$ cat src/rtl/lif_pkg.sv
// rtl/lif_pkg.sv - shared defaults and FSM state type for the LIF timestep sequencer
package lif_pkg;

    localparam int unsigned LIF_POT_W     = 8;
    localparam int unsigned LIF_THRESHOLD = 100;
    localparam int unsigned LIF_LEAK      = 1;
    localparam int unsigned LIF_INCREMENT = 20;

    typedef enum logic {
        ST_IDLE = 1'b0,
        ST_SCAN = 1'b1
    } lif_state_t;

endpackage

$ cat src/rtl/lif_update.sv
// rtl/lif_update.sv - combinational saturating LIF potential update and threshold compare
module lif_update
    import lif_pkg::*;
#(
    parameter int unsigned POT_W     = LIF_POT_W,
    parameter int unsigned THRESHOLD = LIF_THRESHOLD,
    parameter int unsigned LEAK      = LIF_LEAK,
    parameter int unsigned INCREMENT = LIF_INCREMENT
) (
    input  logic [POT_W-1:0] p,
    input  logic             pending,
    output logic [POT_W-1:0] p_next,
    output logic             fire
);

    // One bit of headroom above 32 so the add never wraps before saturation.
    localparam logic [32:0] MAX_P = 33'((33'd1 << POT_W) - 33'd1);

    logic [32:0] sum;
    logic [32:0] p1;
    logic [32:0] p2;

    // Add the spike increment saturating at full scale, then leak with a floor at zero.
    always_comb begin
        sum    = 33'(p) + (pending ? 33'(INCREMENT) : 33'd0);
        p1     = (sum > MAX_P) ? MAX_P : sum;
        p2     = (p1 > 33'(LEAK)) ? (p1 - 33'(LEAK)) : 33'd0;
        fire   = (p2 >= 33'(THRESHOLD));
        p_next = fire ? '0 : p2[POT_W-1:0];
    end

endmodule

$ cat src/rtl/lif_timestep_sequencer.sv
// rtl/lif_timestep_sequencer.sv - time-multiplexed LIF neuron scan, one neuron per cycle per tick
module lif_timestep_sequencer
    import lif_pkg::*;
#(
    parameter int unsigned N_NEURONS = 8,
    parameter int unsigned POT_W     = LIF_POT_W,
    parameter int unsigned THRESHOLD = LIF_THRESHOLD,
    parameter int unsigned LEAK      = LIF_LEAK,
    parameter int unsigned INCREMENT = LIF_INCREMENT,
    localparam int unsigned IDX_W    = $clog2(N_NEURONS)
) (
    input  logic                 clk,
    input  logic                 reset,
    input  logic                 tick,
    input  logic [N_NEURONS-1:0] spike_in,
    output logic                 busy,
    output logic                 done,
    output logic                 spike_valid,
    output logic [IDX_W-1:0]     spike_idx,
    output logic                 overrun,
    input  logic [IDX_W-1:0]     rd_addr,
    output logic [POT_W-1:0]     rd_data
);

    localparam logic [IDX_W-1:0] LAST_IDX = IDX_W'(N_NEURONS - 1);

    lif_state_t           state_q, state_d;
    logic [IDX_W-1:0]     idx_q, idx_d;
    logic [POT_W-1:0]     pot_q [N_NEURONS];
    logic [N_NEURONS-1:0] pending_q;
    logic [N_NEURONS-1:0] clr_mask;
    logic                 eval;
    logic                 done_d;
    logic                 done_q;
    logic                 spike_valid_q;
    logic [IDX_W-1:0]     spike_idx_q;
    logic                 overrun_q;
    logic [POT_W-1:0]     rd_data_q;
    logic [POT_W-1:0]     p_next;
    logic                 fire;

    lif_update #(
        .POT_W     (POT_W),
        .THRESHOLD (THRESHOLD),
        .LEAK      (LEAK),
        .INCREMENT (INCREMENT)
    ) u_update (
        .p       (pot_q[idx_q]),
        .pending (pending_q[idx_q]),
        .p_next  (p_next),
        .fire    (fire)
    );

    // Next-state logic: IDLE waits for tick, SCAN walks idx 0..N-1 and pulses done on exit.
    always_comb begin
        state_d = state_q;
        idx_d   = idx_q;
        done_d  = 1'b0;
        eval    = 1'b0;
        case (state_q)
            ST_IDLE: begin
                if (tick) begin
                    state_d = ST_SCAN;
                    idx_d   = '0;
                end
            end
            ST_SCAN: begin
                eval = 1'b1;
                if (idx_q == LAST_IDX) begin
                    state_d = ST_IDLE;
                    idx_d   = '0;
                    done_d  = 1'b1;
                end else begin
                    idx_d = idx_q + 1'b1;
                end
            end
            default: begin
                state_d = ST_IDLE;
                idx_d   = '0;
            end
        endcase
        clr_mask = eval ? (N_NEURONS'(1) << idx_q) : '0;
    end

    // FSM state and scan index registers.
    always_ff @(posedge clk) begin
        if (reset) begin
            state_q <= ST_IDLE;
            idx_q   <= '0;
        end else begin
            state_q <= state_d;
            idx_q   <= idx_d;
        end
    end

    // Potential array: only the neuron under evaluation is written.
    always_ff @(posedge clk) begin
        if (reset) begin
            for (int i = 0; i < int'(N_NEURONS); i++) begin
                pot_q[i] <= '0;
            end
        end else if (eval) begin
            pot_q[idx_q] <= p_next;
        end
    end

    // Pending bits: the evaluated bit is consumed, but a spike in that same cycle re-arms it.
    always_ff @(posedge clk) begin
        if (reset) begin
            pending_q <= '0;
        end else begin
            pending_q <= (pending_q & ~clr_mask) | spike_in;
        end
    end

    // Registered status outputs, sticky overrun and the debug read port.
    always_ff @(posedge clk) begin
        if (reset) begin
            done_q        <= 1'b0;
            spike_valid_q <= 1'b0;
            spike_idx_q   <= '0;
            overrun_q     <= 1'b0;
            rd_data_q     <= '0;
        end else begin
            done_q        <= done_d;
            spike_valid_q <= eval & fire;
            if (eval && fire) begin
                spike_idx_q <= idx_q;
            end
            if (tick && (state_q == ST_SCAN)) begin
                overrun_q <= 1'b1;
            end
            rd_data_q <= (32'(rd_addr) < N_NEURONS) ? pot_q[rd_addr] : '0;
        end
    end

    assign busy        = (state_q == ST_SCAN);
    assign done        = done_q;
    assign spike_valid = spike_valid_q;
    assign spike_idx   = spike_idx_q;
    assign overrun     = overrun_q;
    assign rd_data     = rd_data_q;

endmodule

$ cat config.mk
export PLATFORM = sky130hd
export DESIGN_NAME = lif_timestep_sequencer
export DESIGN_NICKNAME = d
export VERILOG_FILES = /design/src/rtl/lif_pkg.sv /design/src/rtl/lif_update.sv /design/src/rtl/lif_timestep_sequencer.sv
export SDC_FILE = /design/constraint.sdc
export NUM_CORES = 1
export LEC_CHECK = 0
export CAP_MARGIN = 10
export CORE_MARGIN = 2
export CORE_UTILIZATION = 45
export DETAILED_ROUTE_END_ITERATION = 10
export SYNTH_ARGS = -nofsm -noshare
export SYNTH_HDL_FRONTEND = slang
export SYNTH_SLANG_ARGS = --single-unit
$ cat constraint.sdc
create_clock -name clk -period 11.8 [get_ports clk]
set_input_delay 2.36 -clock clk [delete_from_list [all_inputs] [get_ports clk]]
set_output_delay 2.36 -clock clk [all_outputs]
set_load 0.02 [all_outputs]
==> impl_metrics.json <==
{
  "status": "finished clean",
  "dieArea_um2": 11630,
  "fin_crit_ps": 5462,
  "synth-seq-area-share_pct": 51.55,
  "clock_latency_ps": 360,
  "critPathLaunchType": "flip-flop",
  "num_rows": 37,
  "final_common_cell": "nor2_1",
  "share_comb_of_total_power_pct": 17.5,
  "seqPwrFrac_pct": 54.6,
  "cp.arrival_ps": 5670,
  "clk_pin_slew_ps": 90,
  "drt_wl_total_um": 11770,
  "synth_area_um2": 4855,
  "fin_ws_ps": 6338,
  "viasPerCell": 5.748,
  "syn_to_final_growth_pct": 11.70,
  "initial_core_util_pct": 46.61,
  "synthFlopType": "edfxtp_1",
  "first_global_vias": 3280,
  "cts_tree": "built",
  "wl_met2_um": 5617,
  "cts_hold_buf": 0,
  "clk_path_buf_depth": 2,
  "grt_start_max_net_pins": 40,
  "vias": 3334,
  "worst_hold_path_type": "reg -> reg",
  "fin_tns_setup_ps": 0,
  "hold_violations": 0,
  "post_drt_wl_per_cell_um": 20.29,
  "hpwl_um": 8148,
  "cts.sink_count": 93,
  "track_usage_pct": 21.79,
  "drc_errors": 0,
  "cp-end-kind": "flip-flop",
  "p_leak_nw": 1.865,
  "worst_slew_pin_slew_ps": 966.9,
  "postCtsSetupBuffers": 0,
  "final_cell_mix": "98 x nor2_1, 64 x edfxtp_1, 32 x mux4_2, 29 x dfxtp_1, 28 x clkdlybuf4s50_1",
  "clock.fmax_mhz": 183.1,
  "dpl_worst_slack_ps": 6394,
  "power-per-cell-area_nw_per_um2": 126.5,
  "finClkSkew_ps": 6.958,
  "synth-edff-count": 64,
  "fin_crit_sh_pct": 46.28,
  "die_w_um": 107.9,
  "ios": 29,
  "post_synth_num_cell_types": 45,
  "setup.worst_path.class": "reg -> reg",
  "portBuffers": 28,
  "setup_violations": 0,
  "wl_met3_um": 823,
  "drv_slew": 0,
  "netSwitchingPower_w": 0.0001958,
  "postRouteAntennaNets": 0,
  "antennaDiodeCount": 0,
  "async_flop_share_pct": 0,
  "topRoutingLayerUsed": "met4",
  "synth_warnings": 0,
  "grt_pass1_wl_um": 18390,
  "drt_iter0_drc": 304,
  "critical_path_required_ps": 12010,
  "core_area_um2": 10420,
  "swShare_pct": 28.54,
  "wl_met1_um": 5169,
  "crit_fanout": 14,
  "htreeDepth": 3,
  "peakVddDrop_mv": 0.05897,
  "fin_nets": 465,
  "synth_cells": 412,
  "grt_antenna_before_repair": 0,
  "drive_gt1_share_pct": 13.96,
  "power.internal_w": 0.0004902,
  "p_clk_share_pct": 27.9,
  "syn_avg_cell_area_um2": 11.78,
  "cts_resized": 0,
  "cts_buffers": 9,
  "drt-pass1-iter-count": 7,
  "grt_setup_unrepaired": "no",
  "gpl.final_weighted_congestion": 0.8237,
  "cts-root-buf": "clkbuf_8",
  "die_h_um": 107.9,
  "relSlewSlack_pct": 35.45,
  "gr-total-overflow": 0,
  "drv_cap": 0,
  "yosys_register_bits": 93
}
## power groups by stage
stage | clock network, W | registers, W | logic [W]
floorplan | 0 | 0.000379 | 0.0000848
global placement | 0 | 0.000381 | 0.000121
detailed placement | 0 | 0.000382 | 0.000119
CTS | 0.000194 | 0.000374 | 0.000120
global route | 0.000205 | 0.000376 | 0.000130
finish | 0.000191 | 0.000374 | 0.000120
## flip-flops by register name, indices dropped and copies added (netlist names), named ones only
register,count
spike_idx,3
idx_q,3
done,1
spike_valid,1
rd_data,8
overrun,1
busy,1
pending_q,8
pot_q,64
## per-stage QoR
stage | hold slack, ps | total power [W] | instances | util, % | cell area (µm²)
3_5_place_dp | 460.8 | 0.0005010 | 564 | 50.47 | 5258
6_report | 480.3 | 0.0006860 | 580 | 52.06 | 5423
4_1_cts | 483.3 | 0.0006879 | 580 | 52.06 | 5423
5_1_grt | 515.6 | 0.0007122 | 580 | 52.06 | 5423
2_1_floorplan | 445.5 | 0.0004638 | 419 | - | 4881
3_3_place_gp | 450.1 | 0.0005019 | 564 | 50.47 | 5258
## path summary, 6_finish.rpt
| kind | from | to | slack, ps | cells after the start |
|---|---|---|---|---|
| min reg2reg | spike_idx[0] | spike_idx[0] | 480 | 2 |
| max reg2reg | flip-flop | pot_q[4][4] | 6340 | 19 |
| max | flip-flop | pot_q[4][4] | 6340 | 19 |
| min | spike_idx[0] | spike_idx[0] | 480 | 2 |
## logic make-up after synthesis
logic type	synth area share (%)
and+or+nand+nor	15.72
AOI/OAI and AO/OA	5.799
muxes	20.08
buffers and inverters	2.526
other	0.1547
adders and majority gates	3.093
DFF	51.55
xor gates and xnor gates	1.083
## worst max-delay path, stage by stage (launching register included)
cell and delay (ps):
dfxtp_1 570, buf_4 330, mux4_2 530, mux2_2 280
ha_1 340, nand2_1 60, nand2_1 100, nand3_1 120
nor2_1 310, a211oi_1 170, ha_1 310, nand2_1 150
nor4_1 80, ha_1 280, inv_1 30, a2111oi_0 290
o21ai_1 190, a311oi_2 570, o21ai_1 400, nor2_1 190
## per-layer routing
metal | vias up | GRT usage (%)
met5 | - | 0
met1 | 1642 | 30.45
met2 | 135 | 34.91
met3 | 15 | 3.995
met4 | 0 | 6.319
li1 | 1542 | -
## cell type report
class                   instances  area (µm²)
clock buffers                   9       123.9
well taps                     136       170.2
fillers                       927        4994
repair buffers                 31       302.8
inverters                       7       26.28
flip-flops and latches         93        2502
multi-input cells             297        2256
clock inverters                 7       41.29
## synth_stat cells (6+ instances only)
library cell,n,area [µm²]
dfxtp_1,29,580.6
nand2b_1,20,125.1
mux2_2,11,123.9
clkbuf_1,11,41.29
edfxtp_1,64,1922
nand3_1,6,30.03
ha_1,12,150.1
a21oi_1,15,75.07
nand2_1,26,97.59
mux2i_1,13,130.1
mux4_2,32,720.7
inv_1,7,26.28
nor2_1,98,367.9
Note: power is estimated with default switching activity, not from simulation.
